**src/rtl/dir_meta_arb_pkg.sv**
```systemverilog
// Shared types and defaults for the directory-meta write arbiter.
// The optional DIR_META_ARB_PRIO0_EN macro is consumed by rr_arbiter.
package dir_meta_arb_pkg;

  localparam int DEF_SET_BITS   = 7;
  localparam int DEF_WAY_BITS   = 4;
  localparam int DEF_STATE_BITS = 2;

  // INVALID coherence state written by the post-reset sweep
  localparam logic [DEF_STATE_BITS-1:0] META_INIT_STATE = 2'b00;

  typedef enum logic [0:0] {
    ST_INIT = 1'b0,
    ST_RUN  = 1'b1
  } fsm_e;

  typedef struct packed {
    logic [DEF_SET_BITS-1:0]   set;
    logic [DEF_WAY_BITS-1:0]   way;
    logic [DEF_STATE_BITS-1:0] state0;
    logic [DEF_STATE_BITS-1:0] state1;
  } meta_wr_t;

endpackage

```
**src/rtl/dir_meta_write_arbiter_rr_arbiter.sv**
```systemverilog
// Round-robin arbiter with its own pointer register.
// With DIR_META_ARB_PRIO0_EN, requester 0 wins outright and leaves the pointer alone.
module rr_arbiter #(
  parameter int NUM_REQ = 4,
  parameter int PTR_W   = (NUM_REQ > 1) ? $clog2(NUM_REQ) : 1
) (
  input  logic               clock,
  input  logic               reset,
  input  logic               en,
  input  logic [NUM_REQ-1:0] valid,
  output logic [NUM_REQ-1:0] grant,
  output logic [PTR_W-1:0]   grant_idx,
  output logic               any_valid,
  output logic [PTR_W-1:0]   rr_ptr
);

`ifdef DIR_META_ARB_PRIO0_EN
  localparam bit PRIO0 = 1'b1;
`else
  localparam bit PRIO0 = 1'b0;
`endif

  int idx_s;
  logic upd_s;
  logic [PTR_W-1:0] ptr_nxt_s;

  // Pick the first valid requester at or after rr_ptr, wrapping around
  always_comb begin
    grant     = '0;
    grant_idx = '0;
    any_valid = 1'b0;
    idx_s     = 0;
    if (PRIO0 && valid[0]) begin
      grant[0]  = 1'b1;
      any_valid = 1'b1;
    end else begin
      for (int off = 0; off < NUM_REQ; off++) begin
        idx_s = int'(rr_ptr) + off;
        if (idx_s >= NUM_REQ) begin
          idx_s = idx_s - NUM_REQ;
        end else begin
          idx_s = idx_s;
        end
        if (!any_valid && valid[idx_s] && !(PRIO0 && (idx_s == 0))) begin
          grant[idx_s] = 1'b1;
          grant_idx    = PTR_W'(idx_s);
          any_valid    = 1'b1;
        end else begin
          any_valid = any_valid;
        end
      end
    end
  end

  assign upd_s     = en && any_valid && !(PRIO0 && grant[0]);
  assign ptr_nxt_s = (int'(grant_idx) == NUM_REQ - 1) ? '0 : grant_idx + PTR_W'(1);

  // Pointer moves one past the winner on every round-robin grant
  always_ff @(posedge clock or negedge reset) begin
    if (!reset) begin
      rr_ptr <= '0;
    end else if (upd_s) begin
      rr_ptr <= ptr_nxt_s;
    end else begin
      rr_ptr <= rr_ptr;
    end
  end

endmodule

```
**src/rtl/dir_meta_write_arbiter.sv**
```systemverilog
// Directory-meta write arbiter: post-reset INIT sweep, then round-robin onto one registered write port.
// Build with DIR_META_ARB_PRIO0_EN to give requester 0 absolute priority.
module dir_meta_write_arbiter
  import dir_meta_arb_pkg::*;
#(
  parameter int NUM_REQ    = 4,
  parameter int SET_BITS   = DEF_SET_BITS,
  parameter int WAY_BITS   = DEF_WAY_BITS,
  parameter int STATE_BITS = DEF_STATE_BITS,
  parameter logic [STATE_BITS-1:0] INIT_STATE = META_INIT_STATE
) (
  input  logic                          clock,
  input  logic                          reset,
  input  logic [NUM_REQ-1:0]            req_valid,
  output logic [NUM_REQ-1:0]            req_ready,
  input  logic [NUM_REQ*SET_BITS-1:0]   req_set,
  input  logic [NUM_REQ*WAY_BITS-1:0]   req_way,
  input  logic [NUM_REQ*STATE_BITS-1:0] req_state0,
  input  logic [NUM_REQ*STATE_BITS-1:0] req_state1,
  output logic                          out_valid,
  output logic [SET_BITS-1:0]           out_set,
  output logic [WAY_BITS-1:0]           out_way,
  output logic [STATE_BITS-1:0]         out_state0,
  output logic [STATE_BITS-1:0]         out_state1,
  output logic                          init_done
);

  localparam int CNT_W = SET_BITS + WAY_BITS;
  localparam int PTR_W = (NUM_REQ > 1) ? $clog2(NUM_REQ) : 1;

  fsm_e                  state_r;
  logic [CNT_W-1:0]      cnt_r;
  logic                  run_s;
  logic [NUM_REQ-1:0]    grant_s;
  logic [PTR_W-1:0]      grant_idx_s;
  logic [PTR_W-1:0]      rr_ptr_s;
  logic                  any_valid_s;
  int                    gsel_s;
  logic                  nxt_valid_s;
  logic [SET_BITS-1:0]   nxt_set_s;
  logic [WAY_BITS-1:0]   nxt_way_s;
  logic [STATE_BITS-1:0] nxt_state0_s;
  logic [STATE_BITS-1:0] nxt_state1_s;

  assign run_s     = (state_r == ST_RUN);
  assign init_done = run_s;
  assign req_ready = run_s ? grant_s : '0;
  assign gsel_s    = int'(grant_idx_s);

  rr_arbiter #(
    .NUM_REQ (NUM_REQ),
    .PTR_W   (PTR_W)
  ) u_rr_arbiter (
    .clock     (clock),
    .reset     (reset),
    .en        (run_s),
    .valid     (req_valid),
    .grant     (grant_s),
    .grant_idx (grant_idx_s),
    .any_valid (any_valid_s),
    .rr_ptr    (rr_ptr_s)
  );

  // Next output-stage contents: sweep entry in INIT, granted request in RUN
  always_comb begin
    nxt_valid_s  = 1'b0;
    nxt_set_s    = out_set;
    nxt_way_s    = out_way;
    nxt_state0_s = out_state0;
    nxt_state1_s = out_state1;
    case (state_r)
      ST_INIT: begin
        nxt_valid_s  = 1'b1;
        nxt_set_s    = cnt_r[CNT_W-1:WAY_BITS];
        nxt_way_s    = cnt_r[WAY_BITS-1:0];
        nxt_state0_s = INIT_STATE;
        nxt_state1_s = INIT_STATE;
      end
      ST_RUN: begin
        if (any_valid_s) begin
          nxt_valid_s  = 1'b1;
          nxt_set_s    = req_set[gsel_s*SET_BITS +: SET_BITS];
          nxt_way_s    = req_way[gsel_s*WAY_BITS +: WAY_BITS];
          nxt_state0_s = req_state0[gsel_s*STATE_BITS +: STATE_BITS];
          nxt_state1_s = req_state1[gsel_s*STATE_BITS +: STATE_BITS];
        end else begin
          nxt_valid_s = 1'b0;
        end
      end
      default: nxt_valid_s = 1'b0;
    endcase
  end

  // Sweep counter and INIT->RUN transition; RUN only leaves through reset
  always_ff @(posedge clock or negedge reset) begin
    if (!reset) begin
      state_r <= ST_INIT;
      cnt_r   <= '0;
    end else begin
      case (state_r)
        ST_INIT: begin
          cnt_r <= cnt_r + CNT_W'(1);
          if (cnt_r == '1) begin
            state_r <= ST_RUN;
          end else begin
            state_r <= ST_INIT;
          end
        end
        ST_RUN:  state_r <= ST_RUN;
        default: state_r <= ST_INIT;
      endcase
    end
  end

  // Output register feeding the meta SRAM write port
  always_ff @(posedge clock or negedge reset) begin
    if (!reset) begin
      out_valid  <= 1'b0;
      out_set    <= '0;
      out_way    <= '0;
      out_state0 <= '0;
      out_state1 <= '0;
    end else begin
      out_valid  <= nxt_valid_s;
      out_set    <= nxt_set_s;
      out_way    <= nxt_way_s;
      out_state0 <= nxt_state0_s;
      out_state1 <= nxt_state1_s;
    end
  end

endmodule

```
**config.mk**
```make
export PLATFORM = sky130hd
export DESIGN_NAME = dir_meta_write_arbiter
export DESIGN_NICKNAME = d
export VERILOG_FILES = /design/src/rtl/dir_meta_arb_pkg.sv /design/src/rtl/dir_meta_write_arbiter_rr_arbiter.sv /design/src/rtl/dir_meta_write_arbiter.sv
export SDC_FILE = /design/constraint.sdc
export NUM_CORES = 1
export LEC_CHECK = 0
export CAP_MARGIN = 40
export CORE_MARGIN = 2
export CORE_UTILIZATION = 46
export DETAILED_ROUTE_END_ITERATION = 10
export PLACE_DENSITY = 0.93
export SLEW_MARGIN = 40
export SYNTH_ARGS = -nofsm -noshare
export SYNTH_HDL_FRONTEND = slang
export SYNTH_SLANG_ARGS = --single-unit
```
**constraint.sdc**
```tcl
create_clock -name clock -period 4.9 [get_ports clock]
set_clock_uncertainty 0.15 [all_clocks]
set_input_delay 1.47 -clock clock [delete_from_list [all_inputs] [get_ports clock]]
set_output_delay 1.47 -clock clock [all_outputs]
set_load 0.01 [all_outputs]
```
==> impl_metrics.toml, run 1 <==
[synthesis]
avgSynthCellArea_um2 = 9.246
synth_fp_nets = 338
postSynth.asyncResetShare_pct = 100.0
synth_area_um2 = 2469
synth_seq_area_share_pct = 30.41
synth-edff-count = 0
synth-seq-cells = 30
syn_inst = 267
yosys_warnings = 0
synth_flop_cell = "dfrtp_1"
ys_types = 49

[timing]
final_max_slew_viol_count = 0
setup_violations = 0
min_period_ns = 4.862
slew_headroom_pct = 42.26
timing.hold.ws_ns = 0.3248
finalCritPeriodShare_pct = 99.22
tightest_slew_ns = 0.8645
max_freq_mhz = 205.7
finalHoldViolCount = 0

[worst_setup_path]
cp.arrival_ns = 3.24
end_kind = "output port"
crit_chain = "clkdlybuf4s50_1 -> or3_4 -> nor3_2 -> a311o_1 -> nand3_1 -> a21boi_1 -> clkdlybuf4s15_1"
cp_slowest_cell = "clkdlybuf4s50_1"
crit_buf_inv = 2
worstSetupPathType = "in2out"
cp_top_family = "buffers and inverters"
crit_path_start_kind = "input port"
cp_max_fo = 4
max_stage_delay_ns = 0.45
critPathRequiredTime_ns = 3.28

[global_routing]
track_usage_pct = 25.19
grt_first_pass_wirelength_mm = 12.01
gr-total-overflow = 0
grt_max_degree = 31
antenna_found_initial = 0
grt_pass1_vias = 2556

[floorplanning]
rows = 26
die_width_um = 77.26
io_pins = 87
fp.dieArea_um2 = 5968
initial_core_util_pct = 48.03
core_um2 = 5140
die_h_um = 77.26

[cts]
cts.htree.levels = 2
clock_latency_ns = 0.27
cts_tree = "done"
cts-root-buf = "clkbuf_8"
cts_buffer_depth = 2
cts_sinks = 30
cts_made_buffers = 5
holdBufCountCts = 0
clk_pin_slew_worst_paths_ns = 0.06

[place]
dp_hpwl_mm = 5.673
placed_cell_area_um2 = 3441
post-place-cells = 415
gp_congestion = 0.8966
io_buffers = 86

[cells_and_area]
final_cells = 428
synthToLayoutAreaGrowth_pct = 45.16
final_cell_area_um2 = 3583
n_antenna_cell = 0
drive_gt1_share_pct = 15.36
fillCellCount = 411
final_common_cell = "clkdlybuf4s50_1"
layout_common_cells = "81 x clkdlybuf4s50_1, 30 x dfrtp_1, 21 x buf_4"
fin_nets = 429

[routing]
wire_per_inst_um = 17.75
drc = 0
initialDrtViolationCount = 162
firstDrtPassIters = 5
avgViaCountPerCell = 6.049
antenna_left = 0
wl_mm = 7.597
vias = 2589

[power]
vdd_drop_max_mv = 0.1264
power.density_nw_per_um2 = 160.2
p_leak_uw = 0.001390

[flow_run]
maxCapViolations = 0

[min_path]
hold_path.class = "reg2reg"

[status]
status = "complete, no violations"
-- state kept, by name, indices dropped and copies added, names as in the netlist --
register / flops
out_state0: 2
out_way: 4
out_valid: 1
out_set: 7
init_done: 1
cnt_r: 11
out_state1: 2
u_rr_arbiter.rr_ptr: 2
-- synthesized netlist by cell type (all sizes together), types with 3 or more instances --
library cell	number	share of area, %
a211oi	17	5.9
a21boi	5	1.5
a21oi	12	2.4
a221oi	15	7.3
and2	3	0.76
and3	16	4.1
buf	14	3.2
clkbuf	13	2.0
dfrtp	30	30
ha	5	2.5
inv	8	1.2
mux2	4	2.0
mux2i	5	2.0
nand2	19	2.9
nand2b	6	1.5
nand3	8	1.6
nor2	7	1.1
nor2b	12	3.0
o21ai	6	1.2
o31ai	16	4.9
o41a	15	6.8
xnor2	9	3.2
-- worst min-delay path: stages (launching register included) --
cell and delay (ns):
dfrtp_1 0.34, nand2_1 0.05, o31ai_1 0.06
-- power by group --
part	switching (uW)	total (uW)	internal [uW]	leakage, uW
registers	0	248	248	0.000390
clock network	81.0	178	97.4	0.0000383
logic	62.3	148	85.7	0.000962
-- stage by stage --
step	utilization [%]	worst slack [ns]	power [uW]	setup TNS, ns
2_1_floorplan	-	0.5148	314.8	0
3_3_place_gp	66.77	-0.2031	387.2	-0.7981
3_5_place_dp	66.94	-0.2864	391.9	-1.082
4_1_cts	68.60	0.009336	571.6	0
5_1_grt	69.72	-0.001220	599.4	-0.001220
6_report	69.72	0.03805	574.2	0
-- final cells by class --
cell class	instances	area (um^2)	share of cell area, %
sequential	30	750.7	20.95
timing repair buffer	111	1047	29.22
tap	70	87.58	2.444
inverter	8	30.03	0.8380
multi-input combinational	202	1592	44.41
clock buffer	7	76.32	2.130
-- metal layers --
layer  vias to the layer above  track usage, %  routed length, um
met5                         -               0                  0
met4                         0           10.36                241
met3                        23           4.588                435
met2                       121           45.22               3973
met1                      1231           29.31               2946
li1                       1214               -                  -
-- worst paths after layout --
| check | start | to | slack (ns) | cells after the start |
|---|---|---|---|---|
| worst max register to register | u_rr_arbiter.rr_ptr[1] | out_set[2] | 1.43 | 10 |
| worst min-delay path | out_state0[0] | out_state0[0] | 0.32 | 2 |
| min in group asynchronous | reset | cnt_r[0] | 1.43 | 2 |
| max in group asynchronous | reset | out_state0[1] | 2.89 | 2 |
| worst min register to register | out_state0[0] | out_state0[0] | 0.32 | 2 |
| worst max-delay path | req_valid[0] | req_ready[1] | 0.04 | 7 |
-- repair_timing --
| action | 4_1_cts | 5_1_grt |
|---|---|---|
| buffers inserted | 0 | 6 |
| gates resized for setup | 8 | 12 |
| setup endpoints to repair | 4 | 4 |
| cloned | 0 | 0 |
| pin swaps | 1 | 1 |
-- cells by family after synthesis --
logic type	share of synthesized area, %
buffers and inverters	6.386
AOI/OAI and AO/OA	32.95
xor gates and xnor gates	3.903
adders and majority gates	2.534
DFF	30.41
and+or+nand+nor	17.99
muxes	5.828
Note: power is estimated with default switching activity, not from simulation.
==> run 2, diff against run 1 <==
--- a/config.mk
+++ b/config.mk
@@ -5,6 +5,7 @@
 export SDC_FILE = /design/constraint.sdc
 export NUM_CORES = 1
 export LEC_CHECK = 0
+export ABC_CLOCK_PERIOD_IN_PS = 4900
 export CAP_MARGIN = 40
 export CORE_MARGIN = 2
 export CORE_UTILIZATION = 46
==> results of run 2 <==
Same layout as run 1: the final DEF is identical, and so are final timing and power.
==> run 3, diff against run 2 <==
--- a/config.mk
+++ b/config.mk
@@ -10,7 +10,9 @@
 export CORE_MARGIN = 2
 export CORE_UTILIZATION = 46
 export DETAILED_ROUTE_END_ITERATION = 10
+export GPL_ROUTABILITY_DRIVEN = 0
 export PLACE_DENSITY = 0.93
+export SKIP_LAST_GASP = 1
 export SLEW_MARGIN = 40
 export SYNTH_ARGS = -nofsm -noshare
 export SYNTH_HDL_FRONTEND = slang
==> results of run 3 <==
Same layout as run 1: the final DEF is identical, and so are final timing and power.
